## src/rtl/uart_word_bridge.sv

```systemverilog
// uart_word_bridge: packs UART RX bytes MSB-first into words for the crypter
// and serializes crypter words MSB-first back into the UART transmitter.
//
// Ports:
//   clk, rst          clock; asynchronous active-low reset
//   rx_readable       UART RX has an unread byte on rx_data
//   rx_data           UART RX byte
//   rx_used_tick      pulse: byte consumed (clears rx_readable in the UART)
//   rx_discard_tick   pulse: partial word dropped after idle timeout
//   word_out          assembled word, first byte in the top 8 bits
//   word_valid        word_out valid (held until word_ready)
//   word_ready        crypter accepts word_out
//   word_in           word to transmit
//   word_in_valid     word_in valid
//   word_in_ready     bridge idle and able to take word_in
//   tx_start          pulse: start sending tx_data
//   tx_data           byte to transmit, held until the next tx_start
//   tx_busy           UART TX busy
//   tx_done_tick      UART TX byte complete
module uart_word_bridge #(
    parameter int WORD_BYTES     = 4,
    parameter int TIMEOUT_CYCLES = 1000000
) (
    input  logic                      clk,
    input  logic                      rst,
    input  logic                      rx_readable,
    input  logic [7:0]                rx_data,
    output logic                      rx_used_tick,
    output logic                      rx_discard_tick,
    output logic [8*WORD_BYTES-1:0]   word_out,
    output logic                      word_valid,
    input  logic                      word_ready,
    input  logic [8*WORD_BYTES-1:0]   word_in,
    input  logic                      word_in_valid,
    output logic                      word_in_ready,
    output logic                      tx_start,
    output logic [7:0]                tx_data,
    input  logic                      tx_busy,
    input  logic                      tx_done_tick
);

    localparam int W  = 8 * WORD_BYTES;
    localparam int CW = $clog2(WORD_BYTES + 1);
    localparam int TW = $clog2(TIMEOUT_CYCLES + 1);

    localparam logic [CW-1:0] FULL     = CW'(WORD_BYTES);
    localparam logic [CW-1:0] ONE      = CW'(1);
    localparam logic [TW-1:0] TMO_LAST = TW'(TIMEOUT_CYCLES - 1);

    typedef enum logic [1:0] {R_COLLECT, R_ACK, R_HOLD} rx_state_t;
    typedef enum logic [1:0] {T_IDLE, T_START, T_WAIT} tx_state_t;

    rx_state_t     rx_state, rx_state_nx;
    logic [CW-1:0] rx_cnt, rx_cnt_nx;
    logic [TW-1:0] tmo_cnt, tmo_cnt_nx;
    logic [W-1:0]  rx_word_nx;
    logic          used_nx, discard_nx, valid_nx;

    tx_state_t     tx_state, tx_state_nx;
    logic [CW-1:0] tx_cnt, tx_cnt_nx;
    logic [W-1:0]  tx_shreg, tx_shreg_nx;
    logic [7:0]    tx_data_nx;
    logic          start_nx, in_ready_nx;

    // RX: the word register doubles as word_out; it cannot move while
    // word_valid is high because nothing is consumed in R_HOLD.
    always_comb begin
        rx_state_nx = rx_state;
        rx_cnt_nx   = rx_cnt;
        tmo_cnt_nx  = tmo_cnt;
        rx_word_nx  = word_out;
        used_nx     = 1'b0;
        discard_nx  = 1'b0;
        valid_nx    = word_valid;
        unique case (rx_state)
            R_COLLECT: begin
                if (rx_readable) begin
                    rx_word_nx  = {word_out[W-9:0], rx_data};
                    rx_cnt_nx   = rx_cnt + ONE;
                    used_nx     = 1'b1;
                    tmo_cnt_nx  = '0;
                    rx_state_nx = R_ACK;
                end else if (rx_cnt == '0) begin
                    tmo_cnt_nx = '0;
                end else if (tmo_cnt == TMO_LAST) begin
                    rx_cnt_nx  = '0;
                    tmo_cnt_nx = '0;
                    discard_nx = 1'b1;
                end else begin
                    tmo_cnt_nx = tmo_cnt + 1'b1;
                end
            end
            // Dead cycle: the UART's flag is still high this cycle.
            R_ACK: begin
                if (rx_cnt == FULL) begin
                    rx_state_nx = R_HOLD;
                    valid_nx    = 1'b1;
                end else begin
                    rx_state_nx = R_COLLECT;
                end
            end
            R_HOLD: begin
                tmo_cnt_nx = '0;
                if (word_ready) begin
                    valid_nx    = 1'b0;
                    rx_cnt_nx   = '0;
                    rx_state_nx = R_COLLECT;
                end
            end
            default: rx_state_nx = R_COLLECT;
        endcase
    end

    always_ff @(posedge clk or negedge rst) begin
        if (!rst) begin
            rx_state        <= R_COLLECT;
            rx_cnt          <= '0;
            tmo_cnt         <= '0;
            word_out        <= '0;
            word_valid      <= 1'b0;
            rx_used_tick    <= 1'b0;
            rx_discard_tick <= 1'b0;
        end else begin
            rx_state        <= rx_state_nx;
            rx_cnt          <= rx_cnt_nx;
            tmo_cnt         <= tmo_cnt_nx;
            word_out        <= rx_word_nx;
            word_valid      <= valid_nx;
            rx_used_tick    <= used_nx;
            rx_discard_tick <= discard_nx;
        end
    end

    // TX: word_in_ready is high exactly while in T_IDLE.
    always_comb begin
        tx_state_nx = tx_state;
        tx_cnt_nx   = tx_cnt;
        tx_shreg_nx = tx_shreg;
        tx_data_nx  = tx_data;
        start_nx    = 1'b0;
        in_ready_nx = word_in_ready;
        unique case (tx_state)
            T_IDLE: begin
                if (word_in_valid) begin
                    tx_shreg_nx = word_in;
                    tx_cnt_nx   = FULL;
                    in_ready_nx = 1'b0;
                    tx_state_nx = T_START;
                end
            end
            T_START: begin
                if (!tx_busy) begin
                    tx_data_nx  = tx_shreg[W-1 -: 8];
                    start_nx    = 1'b1;
                    tx_state_nx = T_WAIT;
                end
            end
            T_WAIT: begin
                if (tx_done_tick) begin
                    tx_shreg_nx = {tx_shreg[W-9:0], 8'h00};
                    tx_cnt_nx   = tx_cnt - ONE;
                    if (tx_cnt == ONE) begin
                        tx_state_nx = T_IDLE;
                        in_ready_nx = 1'b1;
                    end else begin
                        tx_state_nx = T_START;
                    end
                end
            end
            default: tx_state_nx = T_IDLE;
        endcase
    end

    always_ff @(posedge clk or negedge rst) begin
        if (!rst) begin
            tx_state      <= T_IDLE;
            tx_cnt        <= '0;
            tx_shreg      <= '0;
            tx_data       <= '0;
            tx_start      <= 1'b0;
            word_in_ready <= 1'b1;
        end else begin
            tx_state      <= tx_state_nx;
            tx_cnt        <= tx_cnt_nx;
            tx_shreg      <= tx_shreg_nx;
            tx_data       <= tx_data_nx;
            tx_start      <= start_nx;
            word_in_ready <= in_ready_nx;
        end
    end

endmodule
```

## config.mk

```make
export PLATFORM = sky130hd
export DESIGN_NAME = uart_word_bridge
export DESIGN_NICKNAME = d
export VERILOG_FILES = /design/src/rtl/uart_word_bridge.sv
export SDC_FILE = /design/constraint.sdc
export NUM_CORES = 1
export LEC_CHECK = 0
export ABC_AREA = 1
export CAP_MARGIN = 20
export CELL_PAD_IN_SITES_DETAIL_PLACEMENT = 0
export CELL_PAD_IN_SITES_GLOBAL_PLACEMENT = 1
export CORE_MARGIN = 2
export CORE_UTILIZATION = 40
export CTS_CLUSTER_SIZE = 14
export DETAILED_ROUTE_END_ITERATION = 10
export GPL_ROUTABILITY_DRIVEN = 0
export PLACE_DENSITY_LB_ADDON = 0.15
export SETUP_SLACK_MARGIN = 0.05
export SYNTH_ARGS = -nofsm -noshare
export SYNTH_HDL_FRONTEND = slang
export SYNTH_SLANG_ARGS = --single-unit
```

## constraint.sdc

```tcl
create_clock -name clk -period 2.5 [get_ports clk]
set_input_delay 0.375 -clock clk [delete_from_list [all_inputs] [get_ports clk]]
set_output_delay 0.375 -clock clk [all_outputs]
set_load 0.02 [all_outputs]
```

[After elaboration in Yosys (flattened, before gate mapping)]
Cells that the tools add are included.
Cells by class
  add/sub/neg operators: 3
  eq/ne operators: 16
  mux-type cells: 39
  bitwise gates (word level): 1
  reduce and logical (&&, ||, !) cells: 14
Operators with widths (count)
  $mux W32: 2
  $pmux W32 S2: 1
  $mux W20: 3
  $pmux W20 S2: 1
  $add A20 B1 Y20 const B: 1
  $eq A20 B20 Y1 const B: 1
  $mux W3: 6
  $mux W1: 14
  $ne A2 B2 Y1 const B: 7
  $mux W2: 6
  $pmux W2 S3: 2
  $pmux W3 S2: 2
  $reduce_and A3 Y1: 3
  $reduce_and A4 Y1: 2
  $ne A3 B3 Y1 const B: 2
  $reduce_and A2 Y1: 3
  $reduce_bool A2 Y1: 3
  $eq A2 B1 Y1 const B: 2
  $eq A2 B2 Y1 const B: 2
  $logic_not A2 Y1: 2
  $pmux W1 S2: 2
  $add A3 B1 Y3 const B: 1
  $eq A3 B1 Y1 const B: 1
  $eq A3 B3 Y1 const B: 1
  3 further kinds: 3
Storage, ports and cells
  flip-flop bits (word level): 107
  bits of input ports: 47
  output and inout port bits: 45
  word-level logic and storage cells: 86

[Longest topological paths before layout]
  depth in word-level cells: 5
  gate-level depth with buffers: 10
  depth with buffers taken out: 10

[Least setup slack after synthesis]
OpenSTA, ideal clock, no wires.
  kind: register to register
  start: register tmo_cnt[0]
  end: register tmo_cnt[10]
  setup time: 0.117 ns
  arrival: 1.312 ns
  data required time: 2.383 ns
  path slack: 1.070 ns
  stages on the path, launching flop included: 9
  buffers on the path: 0
  period minus slack after synthesis: 1.430 ns
  path through: dfrtp_1 > ha_1 > nand2_1 > inv_1 > nand3b_2 > nor2_1 > or2_2 > nand3_1 > nand2_1
On the way
  longest elaborated chain between the ends: 5
  elaborated cells on any way between the ends: 6
  those cells by class: add/sub: 1; eq/ne: 1; mux: 4
RTL lines
  start, declared: line 55  | logic [TW-1:0] tmo_cnt, tmo_cnt_nx;
  start signal, assigned: line 126  | tmo_cnt <= tmo_cnt_nx;
  $add A20 B1 Y20 or $eq A20 B20 Y1 (tied branches): line 90, 85
  $mux W20 *: line 85  | end else if (tmo_cnt == TMO_LAST) begin
  $mux W20 *: line 83  | end else if (rx_cnt == '0) begin
  $mux W20 *: line 77  | if (rx_readable) begin
  $pmux W20 S2 *: line 75  | unique case (rx_state)
Mark *: on every way between the ends. The rest lies on a longest branch, timed or not.
A chain may end at the register's enable or synchronous reset.

[Final worst setup path]
  start: register word_in_ready
  end: output word_in_ready
RTL lines
  start, declared: line 35  | output logic word_in_ready,
  start signal, assigned: line 188  | word_in_ready <= in_ready_nx;
No word-level cell between the ends.

==> results by group <==
Logic synthesis
  • Synth top cells by count: nand2_1 (198), dfrtp_1 (106), inv_1 (74)
  • Synth top area cells: dfrtp_1 (54%), nand2_1 (15%), o21ai_0 (5.8%), inv_1 (5.7%), o211ai_1 (3.7%)
  • Mapped Cells: roughly 600
  • Register area share after synthesis: 54.5%
  • Mapped Avg Cell Area: 8.42 um2
  • Post-synth EDFFs: 0
  • Net Count, Synth: 636
  • Synth top area share: 54.0%
  • FF+latch count, synth: ~110
  • Post-Syn Area: roughly 5000 um2
  • Synth area leader: dfrtp_1
  • Post-synth top flop: dfrtp_1
  • YS warnings: 0
  • Share of synthesized registers carrying an async set or reset: 100%
  • Synth cell types: 31
  • Cell with the most instances after synthesis: nand2_1

Setup path
  • Cell Chain, Critical Path: clkdlybuf4s50_1
  • Crit Path Category: reg2out
  • Critical path depth: 1
  • CP top delay family: buffers and inverters
  • CP endpoint kind: output pin
  • CP max stage delay: roughly 590 ps
  • Critical Path Source Type: flip-flop
  • Slowest cell on the critical path: clkdlybuf4s50_1
  • Worst-case reg-to-reg path depth: 8
  • Crit path buffers/inverters: 1
  • Critical Path RT: 2120 ps
  • Crit-path max FO: 2
  • Worst EP arrival: about 1500 ps

Clocking
  • Worst-skew pair later-pin latency: around 360 ps
  • H-tree levels: 3
  • Clk sink count: 107
  • Clock Root Buffer: clkbuf_16
  • Post-CTS setup buffer count: 0
  • # resized after CTS: 0
  • TritonCTS clock tree: done
  • Largest buffer count on any clock path: 2
  • Num CTS Buffers: 9
  • Clock slew at reported path FFs: around 80 ps
  • Hold buffer count at cts: 0

Timing
  • Fin. max-slew vios: 0
  • Final Hold Fails: 0
  • Least-Margin Pin Slew: 547 ps
  • Peak Freq: about 540 MHz
  • Post-route clock period utilization: 74.3%
  • Final Critical Period: 1860 ps
  • Worst slew margin: 63.6%
  • Crit path setup slack, layout: 643 ps
  • Final setup vio count: 0
  • Setup TNS: 0 ps
  • RSZ-0062 raised after global routing: no
  • Clock skew: between 6 and 7 ps

Placed design
  • Pre-CTS setup slack: 604 ps
  • Post-DP HPWL: 7.36 mm
  • Dpl cells: 809
  • PortBufs: 91

Cells and area
  • ANT cells: 0
  • Area added between synthesis and finish: 27.8%
  • Final nets: 725
  • Layout cell share with drive strength beyond 1: between 6 and 7%
  • Post-layout util: 52.3%
  • Final Non-Filler Cells: between 800 and 900

Routing
  • ANT nets after route: 0
  • Routed WL per cell: 12.9 um
  • Vias/cell: 4.74
  • Drt drc: 0
  • Initial DRC Count: ~220
  • WL final: around 11 mm
  • DRT Pass-1 Iters: 4
  • Via count: 3914

Die
  • Die Ht: 115 um
  • Die Width: 115 um
  • FP Rows: 40
  • Die area: around 13000 um2
  • Core area: 12000 um2
  • Starting Density: 40.9%
  • I/O pin count: 92

Global route
  • Most Crowded Layer GR: met2
  • GR Util met1: 24.1%
  • Initial antenna violation count: 0
  • Overflow after GRT: 0
  • Grt met2 use: 27.2%
  • Met3 GRT Util: roughly 4.7%
  • All-layer global routing usage: between 10% and 20%
  • First-pass GRT wire length: between 15 and 20 mm
  • Vias in the first global route: 3827
  • Largest net degree at the start of global routing: 50

Run status
  • Status: completed

Power and ir drop
  • Leak: just under 3 nW
  • PwrDens: 952 nW/um2
  • Max IR drop VDD: between 0.0003 and 0.0004 V

Hold path
  • Min-Delay Path Class: in2async

Job
  • Max-cap viol count: 0
[per-stage QoR]
step	power, mW	cell area (um2)	hold WS (ps)
2_1_floorplan	3.79	4910	79.4
3_3_place_gp	4.59	5980	399
3_5_place_dp	4.63	5980	406
4_1_cts	6.07	6280	20.1
5_1_grt	6.43	6280	42.1
6_report	5.98	6280	14.7
[area by class of cell]
class,instances,area [um2]
multi-input combinational,381,1850
timing repair buffer,98,986
inverter,76,285
fill,1124,5730
sequential,107,2680
clock inverter,6,57.6
tap,147,184
clock buffer,10,239
[kinds of logic after synthesis]
logic type | after synthesis | share of synthesized area [%]
xor+xnor | 9 | 1.60
buf+inv | 96 | 7.87
fa+ha+maj | 5 | 1.27
flops | 107 | 54.5
simple gates | 273 | 23.5
compound gates | 94 | 11.3
[worst reg2reg max path, stage by stage, from the launching register on]
cell and delay [ps]:
dfrtp_1 410, ha_1 240, nand2_1 100, inv_1 100
nand2_2 120, nor2_4 60, a21boi_4 330, nand3_1 130
nand2_1 80
[layout by cell type, fill, tap and decap left out, types with 2 or more instances in the layout]
cell type / synthesis / final
a21oi_1: 3 / 3
buf_12: 0 / 2
buf_4: 0 / 6
clkbuf_16: 0 / 9
clkdlybuf4s50_1: 0 / 90
dfrtp_1: 106 / 106
ha_1: 5 / 5
inv_1: 74 / 74
nand2_1: 198 / 198
nand2_2: 7 / 7
nand3_1: 24 / 24
nand3_2: 2 / 2
nand4_1: 3 / 3
nor2_1: 24 / 24
nor2_2: 2 / 2
nor2_4: 4 / 4
nor3_1: 4 / 4
o211ai_1: 24 / 24
o21ai_0: 57 / 57
o21ai_1: 2 / 2
o22ai_1: 7 / 7
or2_2: 2 / 2
xnor2_1: 3 / 3
xor2_1: 6 / 6
[path summary, 6_finish.rpt]
check / endpoint / slack, ps / startpoint
max: word_in_ready / 640 / word_in_ready
min in group clk: word_valid / 480 / word_valid
min reg2reg: word_valid / 480 / word_valid
max in group asynchronous: tx_data[5] / 1800 / rst
min: word_out[1] / 10 / rst
max reg2reg: tmo_cnt[6] / 880 / tmo_cnt[0]
[state kept, by name (all words and copies together), names as in the netlist]
| name | cells |
|---|---|
| tx_start | 1 |
| rx_cnt | 3 |
| word_out | 32 |
| word_valid | 1 |
| rx_discard_tick | 1 |
| tx_cnt | 3 |
| tx_shreg | 32 |
| word_in_ready | 1 |
| tx_data | 8 |
| rx_state | 2 |
| tmo_cnt | 20 |
| tx_state | 2 |
| rx_used_tick | 1 |
[routing by layer]
metal  vias to the layer above  wire [um]  part of all wire (%)
met5                         -          0                     0
met4                         0        153                   1.4
met3                        13        500                   4.7
met2                        79       4810                    45
met1                      1789       5200                    49
li1                       2033          -                     -
[where the power goes]
part / switching (mW) / internal [mW] / total [mW]
registers: 0.271 / 2.27 / 2.54
logic: 1.19 / 0.845 / 2.04
clock network: 0.680 / 0.723 / 1.40
total: 2.14 / 3.84 / 5.98
Note: power is estimated with default switching activity, not from simulation.
